### src/rtl/game_pkg.sv
// Shared constants, colours, FSM state type and the snapshot clamp helper
// used by the flappy-bird frame renderer.
package game_pkg;
  localparam int DEF_COORD_W   = 10;
  localparam int DEF_H_RES     = 640;
  localparam int DEF_V_RES     = 480;
  localparam int DEF_BIRD_X    = 160;
  localparam int DEF_BIRD_SIZE = 16;
  localparam int DEF_PIPE_W    = 52;
  localparam int DEF_GAP_H     = 120;
  localparam int DEF_GROUND_Y  = 448;

  localparam logic [23:0] SKY    = 24'h70C0F0;
  localparam logic [23:0] PIPE   = 24'h00A000;
  localparam logic [23:0] GROUND = 24'h805020;
  localparam logic [23:0] BIRD   = 24'hFFD000;

  typedef enum logic {WAIT_FRAME, ACTIVE} state_t;

  function automatic logic signed [11:0] clamp12(input logic signed [31:0] v,
                                                 input int lo, input int hi);
    if (v < lo) return 12'(lo);
    if (v > hi) return 12'(hi);
    return v[11:0];
  endfunction
endpackage

### src/rtl/game_frame_renderer_rect_hit.sv
// Signed 12-bit point-in-half-open-rectangle test: [x_lo,x_hi) x [y_lo,y_hi).
module rect_hit (
  input  logic signed [11:0] px,
  input  logic signed [11:0] py,
  input  logic signed [11:0] x_lo,
  input  logic signed [11:0] x_hi,
  input  logic signed [11:0] y_lo,
  input  logic signed [11:0] y_hi,
  output logic               hit
);
  assign hit = (px >= x_lo) && (px < x_hi) && (py >= y_lo) && (py < y_hi);
endmodule

### src/rtl/game_frame_renderer.sv
// Two-stage pixel colour pipeline for the flappy-bird scene with a per-frame
// game-state snapshot and a sticky collision flag.
module game_frame_renderer
  import game_pkg::*;
#(
  parameter int COORD_W   = DEF_COORD_W,
  parameter int H_RES     = DEF_H_RES,
  parameter int V_RES     = DEF_V_RES,
  parameter int BIRD_X    = DEF_BIRD_X,
  parameter int BIRD_SIZE = DEF_BIRD_SIZE,
  parameter int PIPE_W    = DEF_PIPE_W,
  parameter int GAP_H     = DEF_GAP_H,
  parameter int GROUND_Y  = DEF_GROUND_Y
) (
  input  logic               clock,
  input  logic               reset,
  input  logic               frame_start,
  input  logic               pix_valid,
  input  logic [COORD_W-1:0] pix_x,
  input  logic [COORD_W-1:0] pix_y,
  input  logic [31:0]        bird_y,
  input  logic [31:0]        pipe_x,
  input  logic [31:0]        gap_y,
  input  logic               collision_ack,
  output logic               rgb_valid,
  output logic [7:0]         r_data,
  output logic [7:0]         g_data,
  output logic [7:0]         b_data,
  output logic               collision,
  output logic [15:0]        frame_count
);
  localparam logic signed [11:0] C_MIN = 12'sh800;
  localparam logic signed [11:0] C_MAX = 12'sh7FF;

  state_t state;
  logic signed [11:0] snap_bird, snap_pipe, snap_gap;
  logic signed [11:0] px, py;
  logic in_bird, pipe_col, in_gap, in_pipe, in_ground;
  logic s1_valid, s1_active, s1_bird, s1_pipe, s1_ground, s1_folded;
  logic hit_acc, s0_hit, s1_new, set_hit;
  logic [23:0] colour;

  assign px = 12'(pix_x);
  assign py = 12'(pix_y);

  rect_hit u_bird (
    .px(px), .py(py),
    .x_lo(12'(BIRD_X)), .x_hi(12'(BIRD_X + BIRD_SIZE)),
    .y_lo(snap_bird), .y_hi(snap_bird + 12'(BIRD_SIZE)),
    .hit(in_bird)
  );

  rect_hit u_pipe (
    .px(px), .py(py),
    .x_lo(snap_pipe), .x_hi(snap_pipe + 12'(PIPE_W)),
    .y_lo(C_MIN), .y_hi(C_MAX),
    .hit(pipe_col)
  );

  rect_hit u_gap (
    .px(px), .py(py),
    .x_lo(C_MIN), .x_hi(C_MAX),
    .y_lo(snap_gap), .y_hi(snap_gap + 12'(GAP_H)),
    .hit(in_gap)
  );

  assign in_pipe   = pipe_col && !in_gap;
  assign in_ground = py >= 12'(GROUND_Y);

  // A pixel presented with frame_start belongs to the closing frame, so its
  // hit is folded combinationally and flagged to keep it out of the new frame.
  assign s0_hit  = pix_valid && (state == ACTIVE) && in_bird && (in_pipe || in_ground);
  assign s1_new  = s1_valid && s1_active && s1_bird && (s1_pipe || s1_ground) && !s1_folded;
  assign set_hit = hit_acc || s1_new || s0_hit;

  always_comb begin
    colour = '0;
    if (s1_active) begin
      if (s1_bird)        colour = BIRD;
      else if (s1_ground) colour = GROUND;
      else if (s1_pipe)   colour = PIPE;
      else                colour = SKY;
    end
  end

  always_ff @(posedge clock or posedge reset) begin
    if (reset) begin
      state       <= WAIT_FRAME;
      snap_bird   <= '0;
      snap_pipe   <= '0;
      snap_gap    <= '0;
      s1_valid    <= 1'b0;
      s1_active   <= 1'b0;
      s1_bird     <= 1'b0;
      s1_pipe     <= 1'b0;
      s1_ground   <= 1'b0;
      s1_folded   <= 1'b0;
      rgb_valid   <= 1'b0;
      r_data      <= '0;
      g_data      <= '0;
      b_data      <= '0;
      hit_acc     <= 1'b0;
      collision   <= 1'b0;
      frame_count <= '0;
    end else begin
      s1_valid  <= pix_valid;
      s1_active <= (state == ACTIVE);
      s1_bird   <= in_bird;
      s1_pipe   <= in_pipe;
      s1_ground <= in_ground;
      s1_folded <= frame_start;

      rgb_valid <= s1_valid;
      r_data    <= s1_valid ? colour[23:16] : '0;
      g_data    <= s1_valid ? colour[15:8]  : '0;
      b_data    <= s1_valid ? colour[7:0]   : '0;

      if (frame_start) begin
        case (state)
          WAIT_FRAME: state <= ACTIVE;
          default:    state <= ACTIVE;
        endcase
        snap_bird   <= clamp12($signed(bird_y), 0, V_RES - BIRD_SIZE);
        snap_gap    <= clamp12($signed(gap_y), 0, V_RES - GAP_H);
        snap_pipe   <= clamp12($signed(pipe_x), -PIPE_W, H_RES);
        frame_count <= frame_count + 16'd1;
        hit_acc     <= 1'b0;
        if (set_hit)            collision <= 1'b1;
        else if (collision_ack) collision <= 1'b0;
      end else begin
        hit_acc <= hit_acc || s1_new;
        if (collision_ack) collision <= 1'b0;
      end
    end
  end
endmodule

### config.mk
export PLATFORM = sky130hd
export DESIGN_NAME = game_frame_renderer
export DESIGN_NICKNAME = d
export VERILOG_FILES = /design/src/rtl/game_pkg.sv /design/src/rtl/game_frame_renderer_rect_hit.sv /design/src/rtl/game_frame_renderer.sv
export SDC_FILE = /design/constraint.sdc
export NUM_CORES = 1
export LEC_CHECK = 0
export BUFFER_PORTS_ARGS = -buffer_cell sky130_fd_sc_hd__buf_4
export CAP_MARGIN = 20
export CORE_UTILIZATION = 45
export DETAILED_ROUTE_END_ITERATION = 8
export PLACE_DENSITY = 0.76
export SLEW_MARGIN = 15
export SYNTH_ARGS = -nofsm -noshare
export SYNTH_HDL_FRONTEND = slang
export SYNTH_SLANG_ARGS = --single-unit
export TNS_END_PERCENT = 5
### constraint.sdc
create_clock -name clock -period 2.45 [get_ports clock]
set_clock_uncertainty 0.05 [all_clocks]
set_input_delay 0.3675 -clock clock [delete_from_list [all_inputs] [get_ports clock]]
set_output_delay 0.3675 -clock clock [all_outputs]
set_load 0.01 [all_outputs]
* Yosys cells after proc, flatten, opt, wreduce, memory -nomap -nowiden
Index checks and enable logic that the tools add are counted.
Operators by class: add/sub/neg operators 4, div/mod/pow operators 0, reductions and logical operators 23, eq/ne operators 0, bitwise gates (word level) 0, shifts and indexed selects 0, multiply operators 0, order comparisons 19, muxes and demuxes 38
Operators by type and width (number):
- 12-bit two-way mux | 12
- 24-bit two-way mux | 3
- 32-bit by 10-bit greater-than comparator with 1-bit output (second input constant) | 2
- 32-bit by 1-bit < comparator with 1-bit output (second input constant) | 2
- 11-bit by 12-bit >= comparator with 1-bit output | 3
- 11-bit by 12-bit < comparator with 1-bit output | 3
- 32-bit by 11-bit greater-than comparator with 1-bit output (second input constant) | 1
- 32-bit by 7-bit < comparator with 1-bit output (second input constant) | 1
- 11-bit by 12-bit >= comparator with 1-bit output (second input constant) | 2
- 8-bit two-way mux | 3
- 23-bit two-way mux | 1
- 10-bit by 11-bit < comparator with 1-bit output (second input constant) | 2
- 1-bit two-way mux | 19
- 1-bit logical AND | 17
- 16-bit by 1-bit adder with 16-bit output (second input constant) | 1
- 12-bit by 6-bit adder with 12-bit output (second input constant) | 1
- 12-bit by 7-bit adder with 12-bit output (second input constant) | 1
- 12-bit by 8-bit adder with 12-bit output (second input constant) | 1
- 10-bit by 8-bit >= comparator with 1-bit output (second input constant) | 1
- 10-bit by 9-bit >= comparator with 1-bit output (second input constant) | 1
- 10-bit by 8-bit < comparator with 1-bit output (second input constant) | 1
- 1-bit logical OR | 4
- 1-bit logical NOT | 2
Word-level totals: register bits after elaboration 86, bits of input ports 121, latch bits 0, memories 0, logic and storage cells 101, memory bits (writable) 0, memory bits (read-only) 0, output and inout port bits 42

* Depth between registers and ports, before layout
Gate-level depths: netlist of run 1.
depth in word-level cells 11, mapped depth 11, depth with buffers taken out 11

* Modules after synthesis
A second synthesis of run 1 with hierarchy kept.
Unflattened totals: cell total of the unflattened synthesis 825, area, all modules 7080.5 um^2
Modules (own cells, without submodules):
- rect_hit | times used 3, cells an instance 160, area an instance 1181.1 um^2, sequential area each 0.0 um^2
- game_frame_renderer | times used 1, cells an instance 345, area an instance 3537.1 um^2, sequential area each 1751.7 um^2

* Worst setup path after synthesis of run 1
No wires, ideal clock.
kind register -> register, start reg snap_gap[3], end reg collision, library setup time 124 ps, period minus slack after synthesis 2434 ps, stages on the path, launching flop included 11, path slack 16 ps, data arrival time 2261 ps, path buffers 0, data required time 2276 ps, cell sequence dfrtp_1 inv_1 ha_1 a211oi_1 xnor2_1 ha_1 a211o_1 o311ai_1 o311ai_1 a31oi_1 o21ai_1
Between the ends: cells in the longest elaborated chain, start to end 10, elaborated cells between the ends (all ways) 12, classes of those cells add/sub (1); order compare (2); mux (2); reduce/logical (7)
RTL lines:
- start, declared | RTL line game_frame_renderer.sv:36 | logic signed [11:0] snap_bird, snap_pipe, snap_gap;
- start signal, assigned | RTL line game_frame_renderer.sv:124 | snap_gap <= clamp12($signed(gap_y), 0, V_RES - GAP_H);
- 12-bit by 8-bit adder with 12-bit output or 11-bit by 12-bit >= comparator with 1-bit output (tied branches) | RTL line game_frame_renderer.sv:63, game_frame_renderer_rect_hit.sv:11
- 11-bit by 12-bit < comparator with 1-bit output or 1-bit logical AND (tied branches) | RTL line game_frame_renderer_rect_hit.sv:11 | assign hit = (px >= x_lo) && (px < x_hi) && (py >= y_lo) && (py < y_hi);
- 1-bit logical AND (*) | RTL line game_frame_renderer_rect_hit.sv:11
- 1-bit logical NOT (*) | RTL line game_frame_renderer.sv:67 | assign in_pipe = pipe_col && !in_gap;
- 1-bit logical AND (*) | RTL line game_frame_renderer.sv:67
- 1-bit logical OR (*) | RTL line game_frame_renderer.sv:72 | assign s0_hit = pix_valid && (state == ACTIVE) && in_bird && (in_pipe || in_ground);
- 1-bit logical AND (*) | RTL line game_frame_renderer.sv:72
- 1-bit logical OR (*) | RTL line game_frame_renderer.sv:74 | assign set_hit = hit_acc || s1_new || s0_hit;
- 1-bit two-way mux (*) | RTL line game_frame_renderer.sv:128 | if (set_hit) collision <= 1'b1;
- 1-bit two-way mux (*) | RTL line game_frame_renderer.sv:118 | if (frame_start) begin
- end signal, assigned | RTL line game_frame_renderer.sv:128
- end signal, assigned | RTL line game_frame_renderer.sv:129 | else if (collision_ack) collision <= 1'b0;
- end signal, assigned | RTL line game_frame_renderer.sv:132 | if (collision_ack) collision <= 1'b0;
- end, declared | RTL line game_frame_renderer.sv:29 | output logic collision,
Every way passes the cells marked *; elsewhere a longest branch is shown, timed or not. A chain may end at the register's enable or synchronous reset.

* Worst setup path in the final report of run 1
start reg snap_gap[4], end reg collision
Same word-level chain as after synthesis.

==> results of run 1 <==
worst max-delay path: stages, from the launching register on:
cell	delay [ns]
dfrtp_1	0.41
or4_4	0.55
nand2_4	0.08
xnor2_2	0.06
ha_2	0.19
a211o_1	0.29
o311ai_1	0.26
o311ai_1	0.19
a31oi_1	0.20
o21ai_1	0.07
final timing paths:
kind / startpoint / to / slack, ns / depth (start not counted)
worst max-delay path: snap_gap[4]$_DFFE_PP0P_ / collision$_DFF_PP0_ / -0.02 / 9
worst min-delay path: reset / snap_pipe[4]$_DFFE_PP0P_ / 0.05 / 2
worst max register to register: snap_gap[4]$_DFFE_PP0P_ / collision$_DFF_PP0_ / -0.02 / 9
worst min register to register: s1_valid$_DFF_PP0_ / rgb_valid$_DFF_PP0_ / 0.33 / 0
max in group asynchronous: reset / snap_gap[8]$_DFFE_PP0P_ / 1.68 / 3
min in group clock: pix_valid / s1_valid$_DFF_PP0_ / 0.10 / 1
layer usage:
metal | wire length [um] | part of all wire | global-route usage | up-vias
met2 | 5390 | 0.49 | 0.377 | 141
met1 | 4930 | 0.45 | 0.286 | 2004
met5 | 0 | 0 | 0 | -
met3 | 500 | 0.046 | 0.0366 | 15
li1 | - | - | - | 2097
met4 | 162 | 0.015 | 0.0802 | 0
power breakdown:
part | total [mW] | internal, mW | switching, mW
registers | 1.34 | 1.24 | 0.0995
clock network | 0.908 | 0.489 | 0.418
logic | 0.817 | 0.434 | 0.384
total | 3.07 | 2.17 | 0.902
cell type report:
class                           count  area (um^2)
Sequential cell                    70         1750
Clock inverter                      4         47.5
Timing Repair Buffer              165         1250
Multi-Input combinational cell    370         2650
Fill cell                         856         3710
Clock buffer                       11          141
Tap cell                          133          166
Inverter                           38          143
synth_stat cells (2+ instances only):
master    instances  share of area
ha_1             55           0.15
nor2b_1          11          0.015
a22oi_1           4         0.0065
o211ai_1          9          0.015
or2_2             4         0.0054
dfrtp_1          70           0.38
a211oi_1          9          0.015
xor2_1            5         0.0095
nor4_1           19          0.026
and2_1            2         0.0027
and3_1            6         0.0082
a22o_1            7          0.013
nand3_1          15          0.016
nand4_1          20          0.027
xnor2_1          28          0.053
nor3_1           19          0.021
or4_1             2         0.0033
buf_1             2         0.0016
a211o_1           2         0.0038
a31oi_1           2         0.0027
o21bai_1          2         0.0033
buf_4            16          0.026
o311ai_1          2         0.0038
nor2_1           25          0.020
a21o_1            6         0.0098
nand2b_1          4         0.0054
clkbuf_1          3         0.0024
nor4b_1           2         0.0038
nand2_1          36          0.029
a221oi_1          2         0.0038
or3_1             4         0.0054
a21oi_1          23          0.025
inv_1            38          0.031
o21ai_0          22          0.024
a21boi_0          2         0.0033
flip-flops by register name (all words and copies together), names as in the netlist, 2 cells and up:
name	cells
b_data	2
snap_bird	12
snap_pipe	12
r_data	2
frame_count	16
g_data	4
snap_gap	12
through the flow:
stage / util / power [mW] / setup slack, ns
2_1_floorplan: - / 1.78 / 0.0156
3_3_place_gp: 0.597 / 2.14 / -0.0100
3_5_place_dp: 0.597 / 2.17 / -0.118
4_1_cts: 0.619 / 3.08 / 0.00400
5_1_grt: 0.623 / 3.26 / -0.104
6_report: 0.623 / 3.07 / -0.0219
timing repair:
item                                    in CTS  in global routing
endpoints found under the setup margin       2                  2
pin swaps                                    7                  9
buffers inserted                             2                  0
resized for setup                            5                  7
cloned                                       0                  0
logic make-up after synthesis:
family | Yosys count
compound gates | 99
xor+xnor | 33
fa+ha+maj | 55
buf+inv | 60
flops | 70
mux | 1
other cells | 1
simple gates | 174
==> qor.csv, run 1 <==
metric,value,unit
place.gp.congestion,0.894,
path_clk_slew,0.07,ns
antenna_found_initial,0,
first_iter_violations,184,
drc,0,
coreArea,9860,um^2
cts-root-buf,clkbuf_8,
synth_cells,493,
clock_latency,0.35,ns
yosysWarnings,0,
drv_slew,0,
status,"complete, but fails checks",
avgViaCountPerCell,5.38,
synth-adder-area-share,0.149,
detail-route-antenna-nets,0,
syn2layout_area_growth,33.6,%
layout-drive-gt1-share,0.301,
placed_area,5890,um^2
worst_slack,-0.0219,ns
crit_fanout,3,
cp.required,2.63,ns
synth_edf_count,0,
ctsHoldBuffers,0,
ir_drop,303,uV
min_path_type,input port to async pin,
min_period,2.47,ns
holdWs,0.0492,ns
stdcell_area,6150,um^2
die_y,103,um
start_kind,register,
synth_area,4600,um^2
numPlacedInstances,774,
critPathCaptureType,register,
rsz0062_at_grt,true,
design.die.area,10600,um^2
die_w,103,um
first_pass_iters,4,
cp.arrival,2.65,ns
synth-main-ff-cell,dfrtp_1,
violations,setup timing,
synthXorXnorAreaFrac,0.0628,
portBuffers,154,
fin_tns_setup,-0.0219,ns
ys_ff_latch,70,
final_cells,791,
placementRows,36,
seq_area_frac_synth,0.380,
syn_avg_cell_area,9.34,um^2
cts_tree,done,
wl_per_cell,13.9,um
grt_pass1_vias,4034,
synth_top_family_by_area,simple AND/OR/NAND/NOR gates,
dp_hpwl,8.94,mm
setup_viol,1,
grt_max_degree,44,
synth.distinct_cells,50,
cts_sinks,70,
grt_pass1_wl,18.3,mm
clk_path_buf_depth,2,
layout.nets,830,
ios,163,
synthSimpleGateAreaFrac,0.200,
wirelength,11.0,mm
synth-compound-area-share,0.142,
path_class,register to register,
fmax,405,MHz
relSlewSlack,0.595,
antennaDiodeCount,0,
layout_common_cells,"buf_4 (164), dfrtp_1 (70), ha_1 (53), inv_1 (36), nand2_1 (35)",
layout_commonest_cell,buf_4,
grt_overflow,0,
synth_mux_area_frac,0.00245,
finalHoldViolCount,0,
start_util,0.467,
vias,4257,
htree_num_levels,3,
maxCapViolations,0,
p_leak,2.95,nW
tightest_slew,0.607,ns
p_per_area,499,nW/um^2
grtUsageTotal,0.222,
fin_crit_sh,1.01,
synthArstFlopShare,1.00,
cts_made_buffers,9,
Note: power is estimated with default switching activity, not from simulation.
==> inputs of run 2 (changes only) <==
SETUP_SLACK_MARGIN = 0.02   (was not set)
==> run 2 against run 1 <==
- the flow still finishes with violations (setup timing)
- register-to-register slack hardly changed
- count of clock-buffer cells in the layout decreased by 1
- largest cell class unchanged
- critical path depth increased by 1
- sequential cell count did not move
- fmax increased by 0.61%
==> qor.csv, run 2 (synthesis results as in run 1) <==
metric,value,unit,change
drv_slew,0,,unchanged
fin_tns_setup,-0.00698,ns,was -0.0219 ns
cp_slowest_cell,or4_4,,unchanged
cts_tree,done,,unchanged
largest_register_ffs,16,,unchanged
clk_path_buf_depth,2,,unchanged
fmax,407,MHz,was 405 MHz
layout-drive-gt1-share,0.299,,was 0.301
start_kind,register,,unchanged
path_class,register to register,,unchanged
holdWs,0.0484,ns,was 0.0492 ns
switching_share,0.291,,was 0.294
die_w,103,um,unchanged
grt_max_degree,44,,unchanged
grt_pass1_wl,18.6,mm,was 18.3 mm
antennaDiodeCount,0,,unchanged
vias,4207,,was 4257
worst_slack,-0.00698,ns,was -0.0219 ns
crit_top_cell,o311ai_2,,was o311ai_1
cp_cell_sequence,buf_4 > or4_4 > nand2_2 > xnor2_1 > ha_2 > a211o_1 > o311ai_2 > o311ai_2 > a31oi_1 > o21ai_1,,was or4_4 > nand2_4 > xnor2_2 > ha_2 > a211o_1 > o311ai_1 > o311ai_1 > a31oi_1 > o21ai_1
start_util,0.467,,unchanged
cell_internal_pwr,2.25,mW,was 2.17 mW
layout.nets,827,,was 830
first_pass_iters,4,,unchanged
coreArea,9860,um^2,unchanged
ctsHoldBuffers,0,,unchanged
first_iter_violations,153,,was 184
ir_drop,403,uV,was 303 uV
grtUsageTotal,0.226,,was 0.222
place_ws,-0.0957,ns,was -0.118 ns
crit_fanout,3,,unchanged
rsz0062_at_grt,true,,unchanged
combPwrFrac,0.258,,was 0.266
maxCapViolations,0,,unchanged
design.die.area,10600,um^2,unchanged
p_leak,2.93,nW,was 2.95 nW
tightest_slew,0.615,ns,was 0.607 ns
stdcell_area,6150,um^2,about the same
min_path_type,input port to async pin,,unchanged
relSlewSlack,0.590,,was 0.595
layout_common_cells,"buf_4 (161), dfrtp_1 (70), ha_1 (53), inv_1 (36), nand2_1 (35)",,"was buf_4 (164), dfrtp_1 (70), ha_1 (53), inv_1 (36), nand2_1 (35)"
placed_area,5880,um^2,was 5890 um^2
top_register,frame_count,,unchanged
power.clock.fraction,0.318,,was 0.296
layout_commonest_cell,buf_4,,unchanged
cp.required,2.64,ns,was 2.63 ns
wl_per_cell,14.2,um,was 13.9 um
die_y,103,um,unchanged
path_clk_slew,0.08,ns,was 0.07 ns
cp.arrival,2.64,ns,was 2.65 ns
avgViaCountPerCell,5.33,,was 5.38
power.net_switching,0.922,mW,was 0.902 mW
place.gp.congestion,0.909,,was 0.894
cts_sinks,70,,unchanged
critPathMaxStageDelay,0.51,ns,was 0.55 ns
dp_hpwl,9.08,mm,was 8.94 mm
setup_viol,1,,unchanged
min_period,2.46,ns,was 2.47 ns
seqPwrFrac,0.423,,was 0.438
cts-root-buf,clkbuf_8,,unchanged
syn2layout_area_growth,33.6,%,about the same
drc,0,,unchanged
clock_latency,0.35,ns,about the same
detail-route-antenna-nets,0,,unchanged
ios,163,,unchanged
p_per_area,516,nW/um^2,was 499 nW/um^2
grt_pass1_vias,4177,,was 4034
wirelength,11.2,mm,was 11.0 mm
violations,setup timing,,unchanged
antenna_found_initial,0,,unchanged
htree_num_levels,3,,unchanged
status,"complete, but fails checks",,unchanged
critPathCaptureType,register,,unchanged
portBuffers,154,,unchanged
finalHoldViolCount,0,,unchanged
placementRows,36,,unchanged
grt_overflow,0,,unchanged
cts_made_buffers,9,,unchanged
fin_crit_sh,1.00,,was 1.01
run 2: changes by cell type in the layout (fill, tap and decap cells not counted):
cell	previous run	this run
o21ai_1	1	2
buf_4	164	161
o21ai_0	22	21
clkinv_4	0	1
a211oi_2	1	0
a211oi_1	7	8
nand2_2	0	1
nand2_4	1	0
o311ai_2	0	2
bufinv_16	1	2
nor3_2	1	0
nor3_1	18	19
o311ai_1	2	0
clkbuf_8	10	9
run 2: per-layer routing:
layer  track usage  part of all wire  vias to the layer above
met5             0                 0                        -
met4         0.108             0.022                        0
met3        0.0231             0.049                       21
met1         0.284              0.44                     1942
met2         0.389              0.49                      152
li1              -                 -                     2092
run 2: layout make-up:
class / instances / area [um^2]
tap: 133 / 166
clock inverter: 6 / 86.3
timing repair buffer: 162 / 1230
multi-input combinational: 370 / 2650
fill: 858 / 3710
sequential: 70 / 1750
clock buffer: 10 / 128
inverter: 38 / 143
run 2: per-stage QoR:
stage / cells / power, mW / utilization
final: 789 / 3.17 / 0.624
after global routing: 789 / 3.37 / 0.624
after CTS: 789 / 3.19 / 0.621
after detailed placement: 772 / 2.17 / 0.596
after global placement: 772 / 2.14 / 0.596
after floorplan: 500 / 1.78 / -
run 2: power by group through the flow:
stage	clock network [mW]	logic (mW)	registers, mW
after global routing	1.09	0.923	1.36
after CTS	1.03	0.820	1.34
after global placement	0	0.778	1.36
after floorplan	0	0.406	1.37
after detailed placement	0	0.804	1.37
final	1.01	0.820	1.34
run 2: worst paths after layout:
| kind | startpoint | endpoint | slack [ns] | cells after the start |
|---|---|---|---|---|
| max | snap_gap[3]$_DFFE_PP0P_ | collision$_DFF_PP0_ | -0.007 | 10 |
| min | reset | snap_pipe[3]$_DFFE_PP0P_ | 0.05 | 2 |
| max reg2reg | snap_gap[3]$_DFFE_PP0P_ | collision$_DFF_PP0_ | -0.007 | 10 |
| min reg2reg | s1_valid$_DFF_PP0_ | rgb_valid$_DFF_PP0_ | 0.33 | 0 |
| max in group asynchronous | reset | snap_gap[7]$_DFFE_PP0P_ | 1.68 | 3 |
| min in group clock | pix_valid | s1_valid$_DFF_PP0_ | 0.09 | 1 |
run 2: critical path: cells and delay by family, from the launching register on:
kind	cells	cell delay (ns)
fa+ha+maj	1	0.18
xor+xnor	1	0.06
buf+inv	1	0.14
compound gates	5	0.94
flops	1	0.38
simple gates	2	0.59
run 2: timing repair:
item | in CTS | in global routing
setup buffers | 1 | 0
endpoints found under the setup margin | 2 | 2
gates resized for setup | 7 | 4
pin swaps | 7 | 4
==> inputs of run 3 (changes only) <==
--- a/config.mk
+++ b/config.mk
@@ -11,4 +11,5 @@
 export DETAILED_ROUTE_END_ITERATION = 8
 export PLACE_DENSITY = 0.76
+export RECOVER_POWER = 50
 export SETUP_SLACK_MARGIN = 0.02
 export SLEW_MARGIN = 15
--- a/constraint.sdc
+++ b/constraint.sdc
@@ -3,3 +3,3 @@
 set_input_delay 0.3675 -clock clock [delete_from_list [all_inputs] [get_ports clock]]
 set_output_delay 0.3675 -clock clock [all_outputs]
-set_load 0.01 [all_outputs]
+set_load 0.05 [all_outputs]
==> run 3 against run 2 <==
- the flow still finishes with violations (setup timing)
- utilization fell by 0.27 points
- clock power barely moved
- sequential share of layout area rose by 0.12 points
- count of clock-buffer cells in the layout did not move
- total power rose by 7.2%
- via count rose by 0.12%
- highest routed layer unchanged
==> qor.csv, run 3 (synthesis results as in run 1) <==
metric,value,unit,change
top_register,frame_count,,unchanged
fin_crit_sh,1.00,,about the same
maxCapViolations,0,,unchanged
syn2layout_area_growth,33.0,%,was 33.6%
drv_slew,0,,unchanged
p_leak,2.92,nW,was 2.93 nW
coreArea,9860,um^2,unchanged
tightest_slew,1.05,ns,was 0.615 ns
clock_latency,0.35,ns,about the same
grt_pass1_vias,4177,,unchanged
cp.arrival,2.64,ns,about the same
largest_register_ffs,16,,unchanged
violations,setup timing,,unchanged
p_per_area,555,nW/um^2,was 516 nW/um^2
htree_num_levels,3,,unchanged
place.gp.congestion,0.909,,unchanged
final_cells,789,,unchanged
vias,4212,,was 4207
design.die.area,10600,um^2,unchanged
antennaDiodeCount,0,,unchanged
finalHoldViolCount,0,,unchanged
grtUsageTotal,0.226,,unchanged
detail-route-antenna-nets,0,,unchanged
cp.required,2.64,ns,about the same
rsz0062_at_grt,true,,unchanged
crit_fanout,3,,unchanged
status,"complete, but fails checks",,unchanged
portBuffers,154,,unchanged
placementRows,36,,unchanged
numPlacedInstances,772,,unchanged
critPathCaptureType,register,,unchanged
die_w,103,um,unchanged
cts_tree,done,,unchanged
min_period,2.45,ns,was 2.46 ns
min_path_type,input port to register,,was input port to async pin
wl_per_cell,14.2,um,about the same
antenna_found_initial,0,,unchanged
start_util,0.467,,unchanged
drc,0,,unchanged
layout_common_cells,"buf_4 (157), dfrtp_1 (70), ha_1 (53), inv_1 (37), nand2_1 (35)",,"was buf_4 (161), dfrtp_1 (70), ha_1 (53), inv_1 (36), nand2_1 (35)"
fin_tns_setup,-0.00443,ns,was -0.00698 ns
worst_slack,-0.00443,ns,was -0.00698 ns
total_power,3.40,mW,was 3.17 mW
path_class,register to register,,unchanged
ios,163,,unchanged
grt_max_degree,44,,unchanged
first_pass_iters,4,,unchanged
fmax,407,MHz,about the same
layout_commonest_cell,buf_4,,unchanged
setup_viol,1,,unchanged
start_kind,register,,unchanged
grt_overflow,0,,unchanged
layout-drive-gt1-share,0.293,,was 0.299
clk_path_buf_depth,2,,unchanged
path_clk_slew,0.08,ns,about the same
cts_made_buffers,9,,unchanged
cts_sinks,70,,unchanged
cts-root-buf,clkbuf_8,,unchanged
relSlewSlack,0.297,,was 0.590
dp_hpwl,9.08,mm,unchanged
wirelength,11.2,mm,about the same
layout.nets,827,,unchanged
first_iter_violations,152,,was 153
avgViaCountPerCell,5.34,,was 5.33
grt_pass1_wl,18.6,mm,unchanged
ir_drop,648,uV,was 403 uV
die_y,103,um,unchanged
[run 3: routing by layer]
metal	vias up	share of wire	GRT usage
met5	-	0	0
met4	0	0.022	0.108
met3	21	0.048	0.0231
met2	149	0.49	0.389
met1	1951	0.44	0.284
li1	2091	-	-
[run 3: worst max-delay path: stages (launching register included)]
cell and delay [ns]:
dfrtp_1 0.38, buf_4 0.14, or4_4 0.51, nand2_2 0.08, xnor2_1 0.06, ha_2 0.18
a211o_1 0.27, o311ai_2 0.25, o311ai_2 0.17, a31oi_1 0.18, o21ai_1 0.07
[run 3: final timing paths]
path | from | endpoint | slack, ns | depth (start not counted)
max | snap_gap[3]$_DFFE_PP0P_ | collision$_DFF_PP0_ | -0.004 | 10
min | pix_valid | s1_valid$_DFF_PP0_ | 0.11 | 1
max reg2reg | snap_gap[3]$_DFFE_PP0P_ | collision$_DFF_PP0_ | -0.004 | 10
min reg2reg | s1_valid$_DFF_PP0_ | rgb_valid$_DFF_PP0_ | 0.33 | 0
max in group asynchronous | reset | r_data[3]$_DFF_PP0_ | 0.59 | 3
min in group asynchronous | reset | snap_pipe[3]$_DFFE_PP0P_ | 0.23 | 2
[run 3: what timing repair did]
action                                  in CTS  in global routing
hold buffers                                 0                  0
gates resized for setup                      7                  4
endpoints found under the setup margin       2                  2
pin swaps                                    7                  4
setup buffers                                1                  0
[run 3: area by class of cell]
type                    count  area (um^2)
clock buffers              10          128
repair buffers            162         1200
clock inverters             6         86.3
flip-flops and latches     70         1750
inverters                  38          143
multi-input cells         370         2650
well taps                 133          166
fillers                   861         3740
[run 3: report_power, final]
group / total, mW / switching [mW] / leakage, nW / internal, mW
Clock: 1.01 / 0.440 / 0.106 / 0.572
Combinational: 1.05 / 0.612 / 1.92 / 0.436
Sequential: 1.34 / 0.0999 / 0.893 / 1.24
[run 3: per-stage QoR]
stage | worst slack (ns) | instance area (um^2) | hold WS [ns] | util
5_1_grt | -0.145 | 6130 | 0.125 | 0.621
3_3_place_gp | 0.0370 | 5880 | 0.314 | 0.596
2_1_floorplan | 0.0889 | 4640 | 0.304 | -
3_5_place_dp | -0.0957 | 5880 | 0.318 | 0.596
6_report | -0.00443 | 6130 | 0.111 | 0.621
4_1_cts | 0.0248 | 6130 | 0.0698 | 0.621
